<file path="config.mk">
export PLATFORM = sky130hd
export DESIGN_NAME = motion_arbiter
export DESIGN_NICKNAME = d
export VERILOG_FILES = /design/src/rtl/kart_pkg.sv /design/src/rtl/motor_channel.sv /design/src/rtl/motion_arbiter.sv
export SDC_FILE = /design/constraint.sdc
export NUM_CORES = 1
export LEC_CHECK = 0
export CORE_MARGIN = 2
export CORE_UTILIZATION = 68
export DETAILED_ROUTE_END_ITERATION = 6
export PLACE_DENSITY_LB_ADDON = 0.1
export SYNTH_ARGS = -nofsm -noshare
export SYNTH_HDL_FRONTEND = slang
export SYNTH_HIERARCHICAL = 1
export SYNTH_SLANG_ARGS = --single-unit
</file>
<file path="constraint.sdc">
create_clock -name clk -period 5.9 [get_ports clk]
set_input_delay 1.18 -clock clk [delete_from_list [all_inputs] [get_ports clk]]
set_output_delay 1.18 -clock clk [all_outputs]
set_load 0.02 [all_outputs]
</file>
<file path="src/rtl/kart_pkg.sv">
// Shared codes for the kart motion arbiter: motion commands, H-bridge pin codes,
// command-source codes, channel FSM states and the command-to-side decoder.
package kart_pkg;

  typedef enum logic [2:0] {
    CMD_STOP      = 3'b000,
    CMD_FWD       = 3'b001,
    CMD_LEFT      = 3'b010,
    CMD_RIGHT     = 3'b011,
    CMD_UNDEF     = 3'b100,
    CMD_BACK      = 3'b101,
    CMD_BACKLEFT  = 3'b110,
    CMD_BACKRIGHT = 3'b111
  } motion_cmd_e;

  typedef enum logic [1:0] {
    PIN_COAST = 2'b00,
    PIN_BACK  = 2'b01,
    PIN_FWD   = 2'b10
  } motor_pins_e;

  typedef enum logic [1:0] {
    SRC_NONE   = 2'd0,
    SRC_TRACK  = 2'd1,
    SRC_MANUAL = 2'd2,
    SRC_OBST   = 2'd3
  } src_e;

  typedef enum logic [1:0] {
    CH_RUN    = 2'd0,
    CH_RAMPDN = 2'd1,
    CH_DEAD   = 2'd2
  } ch_state_e;

  // drive = 1 means the side targets the full forward duty, 0 means duty 0
  typedef struct packed {
    motor_pins_e dir;
    logic        drive;
  } side_target_t;

  typedef struct packed {
    side_target_t left;
    side_target_t right;
  } cmd_target_t;

  function automatic side_target_t side(input motor_pins_e dir, input logic drive);
    side_target_t s;
    s.dir   = dir;
    s.drive = drive;
    return s;
  endfunction

  // A turn keeps the inner wheel pointed the same way at duty 0 rather than
  // coasting, so it can pick the ramp up again without a dead-time.
  function automatic cmd_target_t decode_cmd(input logic [2:0] cmd);
    cmd_target_t t;
    t.left  = side(PIN_COAST, 1'b0);
    t.right = side(PIN_COAST, 1'b0);
    case (cmd)
      CMD_FWD: begin
        t.left  = side(PIN_FWD, 1'b1);
        t.right = side(PIN_FWD, 1'b1);
      end
      CMD_BACK: begin
        t.left  = side(PIN_BACK, 1'b1);
        t.right = side(PIN_BACK, 1'b1);
      end
      CMD_LEFT: begin
        t.left  = side(PIN_FWD, 1'b0);
        t.right = side(PIN_FWD, 1'b1);
      end
      CMD_RIGHT: begin
        t.left  = side(PIN_FWD, 1'b1);
        t.right = side(PIN_FWD, 1'b0);
      end
      CMD_BACKLEFT: begin
        t.left  = side(PIN_BACK, 1'b0);
        t.right = side(PIN_BACK, 1'b1);
      end
      CMD_BACKRIGHT: begin
        t.left  = side(PIN_BACK, 1'b1);
        t.right = side(PIN_BACK, 1'b0);
      end
      default: ;
    endcase
    return t;
  endfunction

endpackage

</file>
<file path="src/rtl/motor_channel.sv">
// One H-bridge side: duty ramp, RUN/RAMPDN/DEAD reversal FSM with dead-time
// counter, and the PWM compare against the shared counter.
module motor_channel
  import kart_pkg::*;
#(
  parameter int PWM_W      = 10,
  parameter int RAMP_STEP  = 16,
  parameter int DEAD_TICKS = 8
) (
  input  logic             clk,
  input  logic             reset,
  input  logic             tick,
  input  logic             kill,
  input  logic [1:0]       tgt_dir,
  input  logic [PWM_W-1:0] tgt_duty,
  input  logic [PWM_W-1:0] pwm_cnt,
  output logic [1:0]       pins,
  output logic             pwm,
  output logic [1:0]       state
);

  localparam int DW = $clog2(DEAD_TICKS + 1);
  localparam logic [PWM_W-1:0] STEP = PWM_W'(RAMP_STEP);

  ch_state_e        state_q, state_d;
  logic [1:0]       dir_q, dir_d;
  logic [PWM_W-1:0] duty_q, duty_d;
  logic [DW-1:0]    dead_q, dead_d;
  logic             opposite;

  // Moves one step toward tgt and lands exactly on it; never crosses or wraps.
  function automatic logic [PWM_W-1:0] ramp_toward(input logic [PWM_W-1:0] cur,
                                                   input logic [PWM_W-1:0] tgt);
    logic [PWM_W-1:0] r;
    r = cur;
    if (cur < tgt) begin
      r = ((tgt - cur) < STEP) ? tgt : cur + STEP;
    end else if (cur > tgt) begin
      r = ((cur - tgt) < STEP) ? tgt : cur - STEP;
    end
    return r;
  endfunction

  always_comb begin
    state_d  = state_q;
    dir_d    = dir_q;
    duty_d   = duty_q;
    dead_d   = dead_q;
    opposite = ((tgt_dir == PIN_FWD) && (dir_q == PIN_BACK)) ||
               ((tgt_dir == PIN_BACK) && (dir_q == PIN_FWD));
    if (kill) begin
      state_d = CH_RUN;
      dir_d   = PIN_COAST;
      duty_d  = '0;
      dead_d  = '0;
    end else if (tick) begin
      case (state_q)
        CH_RUN, CH_RAMPDN: begin
          if (opposite) begin
            if (duty_q == '0) begin
              state_d = CH_DEAD;
              dir_d   = PIN_COAST;
              dead_d  = DW'(DEAD_TICKS);
            end else begin
              state_d = CH_RAMPDN;
              duty_d  = ramp_toward(duty_q, '0);
            end
          end else begin
            state_d = CH_RUN;
            if (tgt_dir == PIN_COAST) begin
              // pins hold the old direction while the wheel is still driven
              duty_d = ramp_toward(duty_q, '0);
              if (duty_d == '0) dir_d = PIN_COAST;
            end else begin
              dir_d  = tgt_dir;
              duty_d = ramp_toward(duty_q, tgt_duty);
            end
          end
        end
        CH_DEAD: begin
          if (dead_q <= DW'(1)) begin
            state_d = CH_RUN;
            dead_d  = '0;
            dir_d   = tgt_dir;
            duty_d  = (tgt_dir == PIN_COAST) ? '0 : ramp_toward('0, tgt_duty);
          end else begin
            dead_d = dead_q - DW'(1);
          end
        end
        default: state_d = CH_RUN;
      endcase
    end
  end

  always_ff @(posedge clk) begin
    if (reset) begin
      state_q <= CH_RUN;
      dir_q   <= PIN_COAST;
      duty_q  <= '0;
      dead_q  <= '0;
    end else begin
      state_q <= state_d;
      dir_q   <= dir_d;
      duty_q  <= duty_d;
      dead_q  <= dead_d;
    end
  end

  assign pins  = dir_q;
  assign pwm   = (dir_q != PIN_COAST) && (pwm_cnt < duty_q);
  assign state = state_q;

endmodule

</file>
<file path="src/rtl/motion_arbiter.sv">
// Kart motion arbiter: tick divider, obstacle/manual/tracker source select with
// post-obstacle hold, command decode and shared PWM counter feeding two channels.
module motion_arbiter
  import kart_pkg::*;
#(
  parameter int CLK_DIV_W  = 16,
  parameter int PWM_W      = 10,
  parameter int DUTY_FWD   = 768,
  parameter int RAMP_STEP  = 16,
  parameter int DEAD_TICKS = 8,
  parameter int HOLD_TICKS = 200
) (
  input  logic       clk,
  input  logic       reset,
  input  logic [2:0] track_state,
  input  logic       obstacle,
  input  logic       manual_en,
  input  logic [2:0] manual_cmd,
  output logic [1:0] left_motor,
  output logic [1:0] right_motor,
  output logic       left_pwm,
  output logic       right_pwm,
  output logic [1:0] active_src,
  output logic [1:0] dbg_left_state,
  output logic [1:0] dbg_right_state
);

  localparam int HW = $clog2(HOLD_TICKS + 1);
  localparam logic [PWM_W-1:0] DUTY = PWM_W'(DUTY_FWD);

  logic [CLK_DIV_W-1:0] div_q, div_d;
  logic [PWM_W-1:0]     pwm_cnt_q, pwm_cnt_d;
  logic [HW-1:0]        hold_q, hold_d;
  src_e                 src_q, src_d;
  logic [2:0]           cmd_q, cmd_d;
  logic                 tick;
  logic                 kill;
  cmd_target_t          tgt;
  logic [PWM_W-1:0]     left_duty_tgt, right_duty_tgt;

  assign tick = (div_q == '1);

  always_comb begin
    div_d     = div_q + CLK_DIV_W'(1);
    pwm_cnt_d = pwm_cnt_q + PWM_W'(1);
    // Reloading every clock while the obstacle is present means the count
    // starts from HOLD_TICKS at the fall and restarts on every re-rise.
    hold_d = hold_q;
    if (obstacle) begin
      hold_d = HW'(HOLD_TICKS);
    end else if (tick && (hold_q != '0)) begin
      hold_d = hold_q - HW'(1);
    end
    if (obstacle || (hold_q != '0)) begin
      src_d = SRC_OBST;
    end else if (manual_en) begin
      src_d = SRC_MANUAL;
    end else begin
      src_d = SRC_TRACK;
    end
    cmd_d = manual_en ? manual_cmd : track_state;
  end

  always_ff @(posedge clk) begin
    if (reset) begin
      div_q     <= '0;
      pwm_cnt_q <= '0;
      hold_q    <= '0;
      src_q     <= SRC_NONE;
      cmd_q     <= CMD_STOP;
    end else begin
      div_q     <= div_d;
      pwm_cnt_q <= pwm_cnt_d;
      hold_q    <= hold_d;
      src_q     <= src_d;
      cmd_q     <= cmd_d;
    end
  end

  // Kill follows the next-cycle source so the bridges drop with active_src.
  assign kill = (src_d == SRC_OBST);

  always_comb begin
    tgt = decode_cmd(((src_q == SRC_TRACK) || (src_q == SRC_MANUAL)) ? cmd_q : CMD_STOP);
    left_duty_tgt  = tgt.left.drive  ? DUTY : '0;
    right_duty_tgt = tgt.right.drive ? DUTY : '0;
  end

  motor_channel #(
    .PWM_W      (PWM_W),
    .RAMP_STEP  (RAMP_STEP),
    .DEAD_TICKS (DEAD_TICKS)
  ) u_left (
    .clk      (clk),
    .reset    (reset),
    .tick     (tick),
    .kill     (kill),
    .tgt_dir  (tgt.left.dir),
    .tgt_duty (left_duty_tgt),
    .pwm_cnt  (pwm_cnt_q),
    .pins     (left_motor),
    .pwm      (left_pwm),
    .state    (dbg_left_state)
  );

  motor_channel #(
    .PWM_W      (PWM_W),
    .RAMP_STEP  (RAMP_STEP),
    .DEAD_TICKS (DEAD_TICKS)
  ) u_right (
    .clk      (clk),
    .reset    (reset),
    .tick     (tick),
    .kill     (kill),
    .tgt_dir  (tgt.right.dir),
    .tgt_duty (right_duty_tgt),
    .pwm_cnt  (pwm_cnt_q),
    .pins     (right_motor),
    .pwm      (right_pwm),
    .state    (dbg_right_state)
  );

  assign active_src = src_q;

endmodule
</file>
==> reports/metrics.cfg <==
[outcome]
status = completed

[critical_path]
critPathMaxStageDelay_ns = 0.66
crit_chain = inv_1, ha_1, a21o_1, a21oi_1, nor2b_1, o21ai_0, nand2b_1, a21oi_1, o21ai_0, a31oi_1, clkdlybuf4s50_1
required_ns = 4.72
cp_max_fo = 4
crit_slowest_cell = clkdlybuf4s50_1
startpoint_type = flop
setup.worst_path.end_class = output pin
path_delay_family = compound AO/OA/AOI/OAI gates
crit_arrival_ns = 3.03
cp_num_buf_inv = 2
crit_type = reg2out

[yosys]
yosys.area_share.simple = 0.2627
synth-xor-area-share = 0.05225
syn_area_per_cell_um2 = 7.784
ys.flop_type = dfxtp_1
yosysUniqueCellTypes = 85
yosysSeqAreaShare = 0.2185
postSynth.asyncResetShare = 0
synth_edf_count = 0
synth_fa_ha_area_frac = 0.1347
synthMuxAreaShare = 0.02203
synth_compound_area_frac = 0.2496
syn_area_mm2 = 0.006873
synth_seq_cells = 75
yosysWarnings = 6
synthCells = 883
synth_top_family_by_area = simple AND/OR/NAND/NOR gates

[flow_run]
drv_cap = 0

[placement]
dpl_cell_area_mm2 = 0.007321
portBuffers = 21
pre_cts_slack_ns = 1.999
dp_hpwl_mm = 14.08
gp_congestion = 0.9782

[floorplan]
die_height_um = 104.5
start_util = 0.7031
coreArea_mm2 = 0.009774
rows = 36
die_w_um = 104.5
ios = 22
die_area_mm2 = 0.01093

[detailed_routing]
ant_nets = 0
first_pass_iters = 7
post_drt_wl_per_cell_um = 17.73
drc = 0
detailroute.via_count = 6982
drt-vias-per-instance = 6.489
wirelength_mm = 19.08
first_iter_violations = 803

[clocking]
clock_latency_ns = 0.37
clk_pin_slew_worst_paths_ns = 0.08
clockBufferDepth = 2
cts_buffers = 9
cts.sinks = 75
root_buffer = clkbuf_8
cts_tree = yes
post_cts_buffers = 0
htreeDepth = 3
cts-resized-gates = 0
hold_buffers = 0

[pwr]
power.density_mw_per_mm2 = 165.5
ir_worst_vdd_uv = 177.0
leakagePower_nw = 2.947
power.total_mw = 1.255

[sta]
hold_viol = 0
maxSlewHeadroom = 0.3287
fmax_ghz = 0.2373
setup_viol = 0
fin_crit_ns = 4.214
timing.final.ws_setup_ns = 1.686
worst_pin_slew_ns = 1.005
min_period_over_period = 0.7143
maxSlewViolCount = 0
rsz0062_at_grt = no
skew_ns = 0.01017
tns_ns = 0

[final_layout]
multi_input_area_mm2 = 0.005150
n_fill_cell = 724
area_delta_synth_final_pct = 10.38
antenna_cells = 0
final_util = 0.7761
final_nets = 1022
drive_above_1_share = 0.06681
fin_area_mm2 = 0.007586
regArea_mm2 = 0.001501

[global_routing]
grt_pass1_wl_mm = 32.17
grt_max_degree = 29
grt_pass1_vias = 6626
antenna_found_initial = 0
grt_usage = 0.3555
gr-total-overflow = 0

[hold_path]
hold_path.class = reg2reg

cell usage in the layout (no fill, tap or decap), types with 12 or more instances in the layout:
cell	Yosys	routed
nor2_1	81	81
dfxtp_1	75	75
ha_1	74	74
inv_1	72	72
nand2_1	66	66
a21oi_1	64	64
conb_1	1	50
nor3_1	31	31
o21ai_0	29	29
nand3_1	27	27
a31oi_1	25	25
xnor2_1	21	21
clkdlybuf4s50_1	0	21
xor2_1	20	20
nand2b_1	16	16
nand4_1	14	14
mux2i_1	14	14
nor2b_1	12	12
nor4_1	12	12
per-stage QoR:
step | std cells | hold WS, ns
after floorplan | 932 | 0.4261
after global placement | 1060 | 0.4374
after detailed placement | 1060 | 0.4647
after CTS | 1076 | 0.4832
after global routing | 1076 | 0.5069
final | 1076 | 0.4785
synthesized netlist by cell type (4+ instances only):
master / count / area share
clkbuf_1: 18 / 0.0098
nor4_2: 5 / 0.0091
nand4_1: 14 / 0.013
or4_1: 4 / 0.0044
dfxtp_1: 75 / 0.22
nand2_1: 66 / 0.036
a311oi_1: 9 / 0.011
nor4bb_1: 4 / 0.0058
nor4_1: 12 / 0.011
a31o_4: 4 / 0.010
nor2b_1: 12 / 0.011
a21oi_1: 64 / 0.047
o22ai_1: 11 / 0.010
o21ai_1: 11 / 0.0080
xnor2_1: 21 / 0.027
xor2_1: 20 / 0.025
and3_1: 4 / 0.0036
a22o_1: 8 / 0.010
and2_1: 7 / 0.0064
o41ai_1: 4 / 0.0051
inv_1: 72 / 0.039
or2_2: 6 / 0.0055
or3_1: 4 / 0.0036
o21ai_0: 29 / 0.021
a221oi_1: 8 / 0.010
a31oi_1: 25 / 0.023
nand2b_1: 16 / 0.015
o211ai_1: 4 / 0.0044
a211oi_1: 5 / 0.0055
a21o_1: 11 / 0.012
o221ai_1: 4 / 0.0051
nor3b_1: 8 / 0.0087
nor2_1: 81 / 0.044
mux2i_1: 14 / 0.020
o31a_1: 5 / 0.0064
nand3b_1: 5 / 0.0055
nand3_1: 27 / 0.020
ha_1: 74 / 0.13
nor3_1: 31 / 0.023
buf_2: 7 / 0.0051
o2111a_1: 4 / 0.0066
area by class of cell:
type,count,share of cell area
clock buffers,10,0.01682
multi-input cells,756,0.6789
inverters,72,0.03563
flip-flops and latches,75,0.1979
well taps,133,0.02194
clock inverters,6,0.01814
repair buffers,24,0.03068
state kept, by name, summed over array words and instances (netlist names):
| register | flops |
|---|---|
| pwm_cnt_q | 10 |
| u_left/duty_q | 10 |
| u_left/pins | 2 |
| cmd_q | 3 |
| u_left/state | 2 |
| u_left/dead_q | 4 |
| u_right/duty_q | 10 |
| hold_q | 8 |
| active_src | 2 |
| div_q | 16 |
| u_right/state | 2 |
| u_right/dead_q | 4 |
| u_right/pins | 2 |
cell families (layout without fill, tap and decap cells):
| logic type | count (synthesis) | after routing |
|---|---|---|
| flip-flops | 75 | 75 |
| multiplexers | 15 | 15 |
| adder cells (fa/ha/maj) | 74 | 74 |
| buffers and inverters | 101 | 112 |
| AND/OR/NAND/NOR | 331 | 331 |
| other | 1 | 50 |
| XOR/XNOR | 41 | 41 |
| AO/OA/AOI/OAI | 245 | 245 |
worst paths after layout:
kind	slack, ns	endpoint	start	cells past startpoint
setup / recovery	1.69	right_pwm	u_right/duty_q[1]	11
hold / removal	0.48	div_q[0]	div_q[0]	1
hold reg to reg	0.48	div_q[0]	div_q[0]	1
setup reg to reg	1.86	u_right/duty_q[1]	active_src[1]	14
power by group:
group	switching [mW]	total (mW)	internal, mW
combinational	0.120	0.189	0.0682
sequential	0.00750	0.521	0.513
clock	0.220	0.546	0.326
total	0.348	1.26	0.907
routing by layer:
metal	wire, um	track usage	vias to the layer above
li1	-	-	3320
met1	8206	0.4708	3235
met2	8676	0.5728	375
met3	1806	0.07174	52
met4	389	0.1293	0
met5	0	0	-
Note: power is estimated with default switching activity, not from simulation.
